## config.mk

```make
export PLATFORM = sky130hd
export DESIGN_NAME = mips_bus_arbiter
export DESIGN_NICKNAME = d
export VERILOG_FILES = /design/src/rtl/mips_bus_pkg.sv /design/src/rtl/mips_bus_watchdog.sv /design/src/rtl/mips_bus_arbiter.sv
export SDC_FILE = /design/constraint.sdc
export NUM_CORES = 1
export LEC_CHECK = 0
export ABC_CLOCK_PERIOD_IN_PS = 1930
export CAP_MARGIN = 15
export CORE_AREA = 2 2 107 109
export DETAILED_ROUTE_END_ITERATION = 8
export DIE_AREA = 0 0 109 111
export PLACE_DENSITY = 0.68
export REMOVE_ABC_BUFFERS = 1
export SLEW_MARGIN = 10
export SYNTH_ARGS = -nofsm -noshare
export SYNTH_HDL_FRONTEND = slang
export SYNTH_SLANG_ARGS = --single-unit
```

## constraint.sdc

```tcl
create_clock -name clk -period 1.93 [get_ports clk]
set_clock_uncertainty 0.15 [all_clocks]
set_input_delay 0.386 -clock clk [delete_from_list [all_inputs] [get_ports clk]]
set_output_delay 0.386 -clock clk [all_outputs]
set_load 0.01 [all_outputs]
```

## src/rtl/mips_bus_pkg.sv

```systemverilog
// Shared types and constants for the two-master Avalon bus arbiter.
package mips_bus_pkg;

    typedef enum logic [1:0] {IDLE, OWN0, OWN1} arb_state_t;

    localparam logic [1:0] GRANT_M0 = 2'b01;
    localparam logic [1:0] GRANT_M1 = 2'b10;
    localparam logic [3:0] BE_WORD  = 4'b1111;

    // win1 breaks a tie in favour of master 1 when set
    function automatic arb_state_t arb_pick(input logic r0, input logic r1, input logic win1);
        if (r1 && (!r0 || win1)) begin
            return OWN1;
        end else if (r0) begin
            return OWN0;
        end
        return IDLE;
    endfunction

endpackage

```

## src/rtl/mips_bus_watchdog.sv

```systemverilog
// Stall watchdog: saturating count of stalled owned cycles plus a sticky error flag.
// TIMEOUT = 0 disables the flag entirely.
module mips_bus_watchdog #(
    parameter int unsigned TIMEOUT = 1023,
    parameter int unsigned TO_W    = 10
) (
    input  logic clk,
    input  logic reset,
    input  logic stall_i,
    output logic error_o
);

    localparam logic [TO_W-1:0] LIMIT = TO_W'(TIMEOUT);

    logic [TO_W-1:0] cnt_q, cnt_d;
    logic            err_q, err_d;

    always_comb begin
        cnt_d = '0;
        err_d = err_q;
        if (TIMEOUT != 0) begin
            if (stall_i) begin
                cnt_d = (cnt_q == LIMIT) ? cnt_q : cnt_q + TO_W'(1);
            end
            if (cnt_d == LIMIT && stall_i) begin
                err_d = 1'b1;
            end
        end
    end

    always_ff @(posedge clk or negedge reset) begin
        if (!reset) begin
            cnt_q <= '0;
            err_q <= 1'b0;
        end else begin
            cnt_q <= cnt_d;
            err_q <= err_d;
        end
    end

    assign error_o = err_q;

endmodule

```

## src/rtl/mips_bus_arbiter.sv

```systemverilog
// Two-master (fetch, load/store) to one-slave Avalon arbiter with stall watchdog.
// Define MIPS_ARB_ROUND_ROBIN_EN for round-robin tie-breaking instead of fixed m1 > m0.
module mips_bus_arbiter
    import mips_bus_pkg::*;
#(
    parameter int unsigned TIMEOUT = 1023,
    parameter int unsigned TO_W    = 10
) (
    input  logic        clk,
    input  logic        reset,
    input  logic [31:0] m0_address,
    input  logic        m0_read,
    output logic        m0_waitrequest,
    output logic [31:0] m0_readdata,
    input  logic [31:0] m1_address,
    input  logic        m1_read,
    input  logic        m1_write,
    input  logic [31:0] m1_writedata,
    input  logic [3:0]  m1_byteenable,
    output logic        m1_waitrequest,
    output logic [31:0] m1_readdata,
    output logic [31:0] address,
    output logic        read,
    output logic        write,
    output logic [31:0] writedata,
    output logic [3:0]  byteenable,
    input  logic        waitrequest,
    input  logic [31:0] readdata,
    output logic [1:0]  grant,
    output logic        bus_error
);

    arb_state_t state_q, state_d;
    logic [1:0] grant_q, grant_d;
    logic       req0, req1, win1, stall;

    assign req0 = m0_read;
    assign req1 = m1_read | m1_write;

`ifdef MIPS_ARB_ROUND_ROBIN_EN
    // Points at the master that did not win the last completed transfer
    logic ptr_q, ptr_d;

    always_comb begin
        ptr_d = ptr_q;
        if (state_q != IDLE && !waitrequest) begin
            ptr_d = (state_q == OWN0);
        end
    end

    assign win1 = ptr_q;
`else
    assign win1 = 1'b1;
`endif

    // A completing owner is excluded so it must re-present its request
    always_comb begin
        state_d = state_q;
        case (state_q)
            IDLE: state_d = arb_pick(req0, req1, win1);
            OWN0: begin
                if (!waitrequest) begin
                    state_d = arb_pick(1'b0, req1, win1);
                end else if (!req0) begin
                    state_d = IDLE;
                end
            end
            OWN1: begin
                if (!waitrequest) begin
                    state_d = arb_pick(req0, 1'b0, win1);
                end else if (!req1) begin
                    state_d = IDLE;
                end
            end
            default: state_d = IDLE;
        endcase
    end

    always_comb begin
        grant_d = 2'b00;
        if (state_d == OWN0) begin
            grant_d = GRANT_M0;
        end else if (state_d == OWN1) begin
            grant_d = GRANT_M1;
        end
    end

    always_ff @(posedge clk or negedge reset) begin
        if (!reset) begin
            state_q <= IDLE;
            grant_q <= 2'b00;
`ifdef MIPS_ARB_ROUND_ROBIN_EN
            ptr_q   <= 1'b0;
`endif
        end else begin
            state_q <= state_d;
            grant_q <= grant_d;
`ifdef MIPS_ARB_ROUND_ROBIN_EN
            ptr_q   <= ptr_d;
`endif
        end
    end

    // Bus side is a straight mux from the owner; strobes follow the master combinationally
    always_comb begin
        address        = '0;
        read           = 1'b0;
        write          = 1'b0;
        writedata      = '0;
        byteenable     = '0;
        m0_waitrequest = 1'b1;
        m1_waitrequest = 1'b1;
        case (state_q)
            OWN0: begin
                address        = m0_address;
                read           = m0_read;
                byteenable     = BE_WORD;
                m0_waitrequest = waitrequest;
            end
            OWN1: begin
                address        = m1_address;
                read           = m1_read;
                write          = m1_write;
                writedata      = m1_writedata;
                byteenable     = m1_byteenable;
                m1_waitrequest = waitrequest;
            end
            default: ;
        endcase
    end

    assign m0_readdata = readdata;
    assign m1_readdata = readdata;
    assign grant       = grant_q;

    assign stall = waitrequest && ((state_q == OWN0 && req0) || (state_q == OWN1 && req1));

    mips_bus_watchdog #(
        .TIMEOUT (TIMEOUT),
        .TO_W    (TO_W)
    ) u_watchdog (
        .clk     (clk),
        .reset   (reset),
        .stall_i (stall),
        .error_o (bus_error)
    );

endmodule

```

==> parameters.txt <==
Parameter                              Value

Floorplanning
  Count of pins on the block boundary    277
  Die outline height    between 100 and 150 µm
  Total Die Area    12100 µm²
  Horizontal die dimension    109 µm
  Floorplan core area    11100 µm²
  # rows    39
  Initial core utilization    19.5%

GRT
  Maximum number of pins on one net before global-route repair    37
  First-pass GRT wire length    17.0 mm
  Initial antenna violation count    0
  Sum of overflow across all layers after global routing    0
  Via count of the first global-routing pass    2662
  GRT Resource Usage Total    around a fifth

Finish
  Proportion of layout cells with a drive suffix above 1    between 50% and 60%
  Area of all placed cells without fillers    4570 µm²
  Area overhead of the layout relative to synthesis    112%
  Ant diodes    0
  Commonest cells after routing, fill and taps aside    clkdlybuf4s50_1 (108), buf_6 (44), nor2b_1 (37), buf_2 (37), and2_4 (33)
  Most frequent standard cell in the layout excluding fill and tap cells    clkdlybuf4s50_1
  Nets    562
  Non-filler cells, final    561
  Fill cell total of the finished layout    1072

STA
  Final period demand of the worst path    between 2000 and 2500 ps
  Fraction of the cycle the final worst path needs    112%
  Count of final hold-check violations    0
  Highest attainable clock frequency    461 MHz
  Number of slew-limit violations in the final report    0
  Count of final setup violators    85
  Actual slew at the worst max-slew pin    350 ps
  Remaining max-slew budget at the tightest pin    about three quarters
  Tightest hold margin    306 ps
  PnR worst setup slack    -237 ps
  Setup repair after global routing missed its margin    yes

Clock network
  CTS tree    done
  Number of buffers on the longest clock path    2
  Num CTS Buffers    3
  CTS Root Cell    clkbuf_16
  Count of H-tree levels built during CTS    1
  CTS sink cnt    15
  Reg clk slew, reported paths    50 ps
  Hold bufs inserted after CTS    0
  Clock latency at the later pin of the worst-skew pair    between 200 and 250 ps

Setup path
  Worst-path cell chain    buf_6 -> ha_4 -> buf_6 -> buf_12 -> a22oi_2 -> nor2b_1 -> buf_2
  Setup Crit Path Kind    reg -> out
  CP Data Required Time    1390 ps
  Most frequent cell on the critical path    buf_6
  WP data arrival    1630 ps
  Worst path slowest cell    dfrtp_1
  Source of the critical timing path    state_q[1]
  CP Capture Type    primary output
  Longest individual stage delay on the worst path    approximately 400 ps
  Crit path max fanout    5
  Kind of start point of the critical path    flip-flop
  Launch instance of the worst register-to-register path    state_q[1]

Synthesis
  Number of flops mapped to enable cells by yosys    0
  Count of synthesis-stage warnings from yosys    0
  Async S/R FF share, synth    100%
  Cell variety after synth    40
  Synth Area per Inst    7.79 µm²
  Proportion of synthesized chip area in sequential cells    17.4%
  Most frequently used flop master after synthesis    dfrtp_1
  Mapped Area    2160 µm²
  Synthesis-stage register bit count    15
  Gate count of the mapped netlist    277

Route
  Post-Route WL    12.2 mm
  Initial detailed-routing violation count    123
  Routed WL per cell    21.8 µm
  1st-pass router iterations    6
  Vias per cell    around 4.7
  Post-detailed-route count of antenna-violating nets    0
  Via Count    2635
  Detailed-route DRC error count    0

Power
  Overall Power    5.27 mW
  Cell internal power dissipation    3.27 mW
  Total power per unit cell area    1150 nW/µm²
  Worst IR Drop VDD    0.703 mV
  Combinational cell fraction of total power    roughly 85%
  Net switching power    2.01 mW
  Share of total power in the clock network    7.5%
  Switching power as a share of total power    38.1%
  Leakage    around 1.9 nW
  Sequential Power Share    slightly above 7%

Placement
  Count of buffers inserted at the top-level ports    180
  Area of placed instances    3760 µm²
  Final weighted congestion in routability-driven placement    approximately 0.81
  Inst Count DP    536
  Final HPWL from detailed placement    around 8.0 mm
  Post-Place Worst Slack    -427 ps

Run
  Number of max-capacitance violations reported    0

Worst hold path
  Type of the worst min-delay path    in -> async

Run status
  Failing checks    setup timing
  Status    finished, violations left
[cell usage after synthesis, drive strengths merged, types with 3 or more instances]
cell type / n / area (µm²)
a211oi: 5 / 42.5
a21oi: 9 / 45.0
a22oi: 32 / 240
a31oi: 3 / 18.8
and2: 34 / 213
and3: 3 / 25.0
buf: 68 / 505
clkbuf: 14 / 52.6
dfrtp: 15 / 375
ha: 5 / 62.6
nand2: 12 / 45.0
nand2b: 3 / 18.8
nor2: 9 / 41.3
nor2b: 39 / 244
nor3: 4 / 36.3
[registers in the layout, summed over array words and instances (netlist names)]
name	count
u_watchdog.error_o	1
grant	2
state_q	2
u_watchdog.cnt_q	10
[critical path: cells and delay by family (launching register included)]
family | cells | cell delay (ps)
flip-flops | 1 | 400
AND/OR/NAND/NOR | 1 | 70
adder cells (fa/ha/maj) | 1 | 190
AO/OA/AOI/OAI | 1 | 180
buffers and inverters | 4 | 560
[logic make-up (layout without fill, tap and decap cells)]
| group | Yosys count | count (layout) | synth area share, % |
|---|---|---|---|
| and+or+nand+nor | 110 | 110 | 32.1 |
| muxes | 2 | 2 | 0.928 |
| adders and majority gates | 5 | 5 | 2.90 |
| xor gates and xnor gates | 2 | 2 | 0.812 |
| buffers and inverters | 84 | 225 | 26.2 |
| AOI/OAI and AO/OA | 59 | 59 | 19.7 |
| DFF | 15 | 15 | 17.4 |
[layer usage]
metal	share of wire (%)	wire (µm)	track usage [%]	vias to the layer above
li1	-	-	-	1171
met1	40	4880	22.9	1287
met2	47	5770	29.9	171
met3	12	1510	9.47	6
met4	0.42	51	2.56	0
met5	0	0	8.04	-
[path summary, 6_finish.rpt]
check | end | slack, ps | cells after the start
setup / recovery | address[23] | -240 | 7
hold / removal | grant[0] | 310 | 2
setup reg to reg | u_watchdog.error_o | -180 | 10
hold reg to reg | u_watchdog.error_o | 340 | 1
max in group asynchronous | u_watchdog.cnt_q[4] | 1150 | 2
min in group clk | u_watchdog.error_o | 340 | 1
[power by group through the flow]
stage	Sequential (mW)	Combinational [mW]	Clock (mW)
floorplan	0.391	1.28	0
global placement	0.379	2.92	0
detailed placement	0.380	2.98	0
CTS	0.378	4.29	0.400
global route	0.381	4.77	0.421
finish	0.378	4.50	0.397
[cell type report]
type	count	area (µm²)	area share (%)
clock buffers	4	78.8	1.72
inverters	2	12.5	0.274
multi-input cells	178	1650	36.1
flip-flops and latches	15	375	8.21
well taps	143	179	3.91
repair buffers	219	2270	49.8
[timing repair]
item / in CTS / in global routing
buffers inserted: 8 / 5
setup endpoints to repair: 84 / 81
pin swaps: 7 / 14
cloned: 10 / 1
resized for setup: 416 / 37
[through the flow]
stage | setup TNS [ps] | utilization, %
after CTS | -11600 | 39.5
after global placement | -20400 | 33.9
after global routing | -17160 | 41.3
after detailed placement | -24690 | 33.9
after floorplan | -47490 | -
final | -12360 | 41.3
Note: power is estimated with default switching activity, not from simulation.
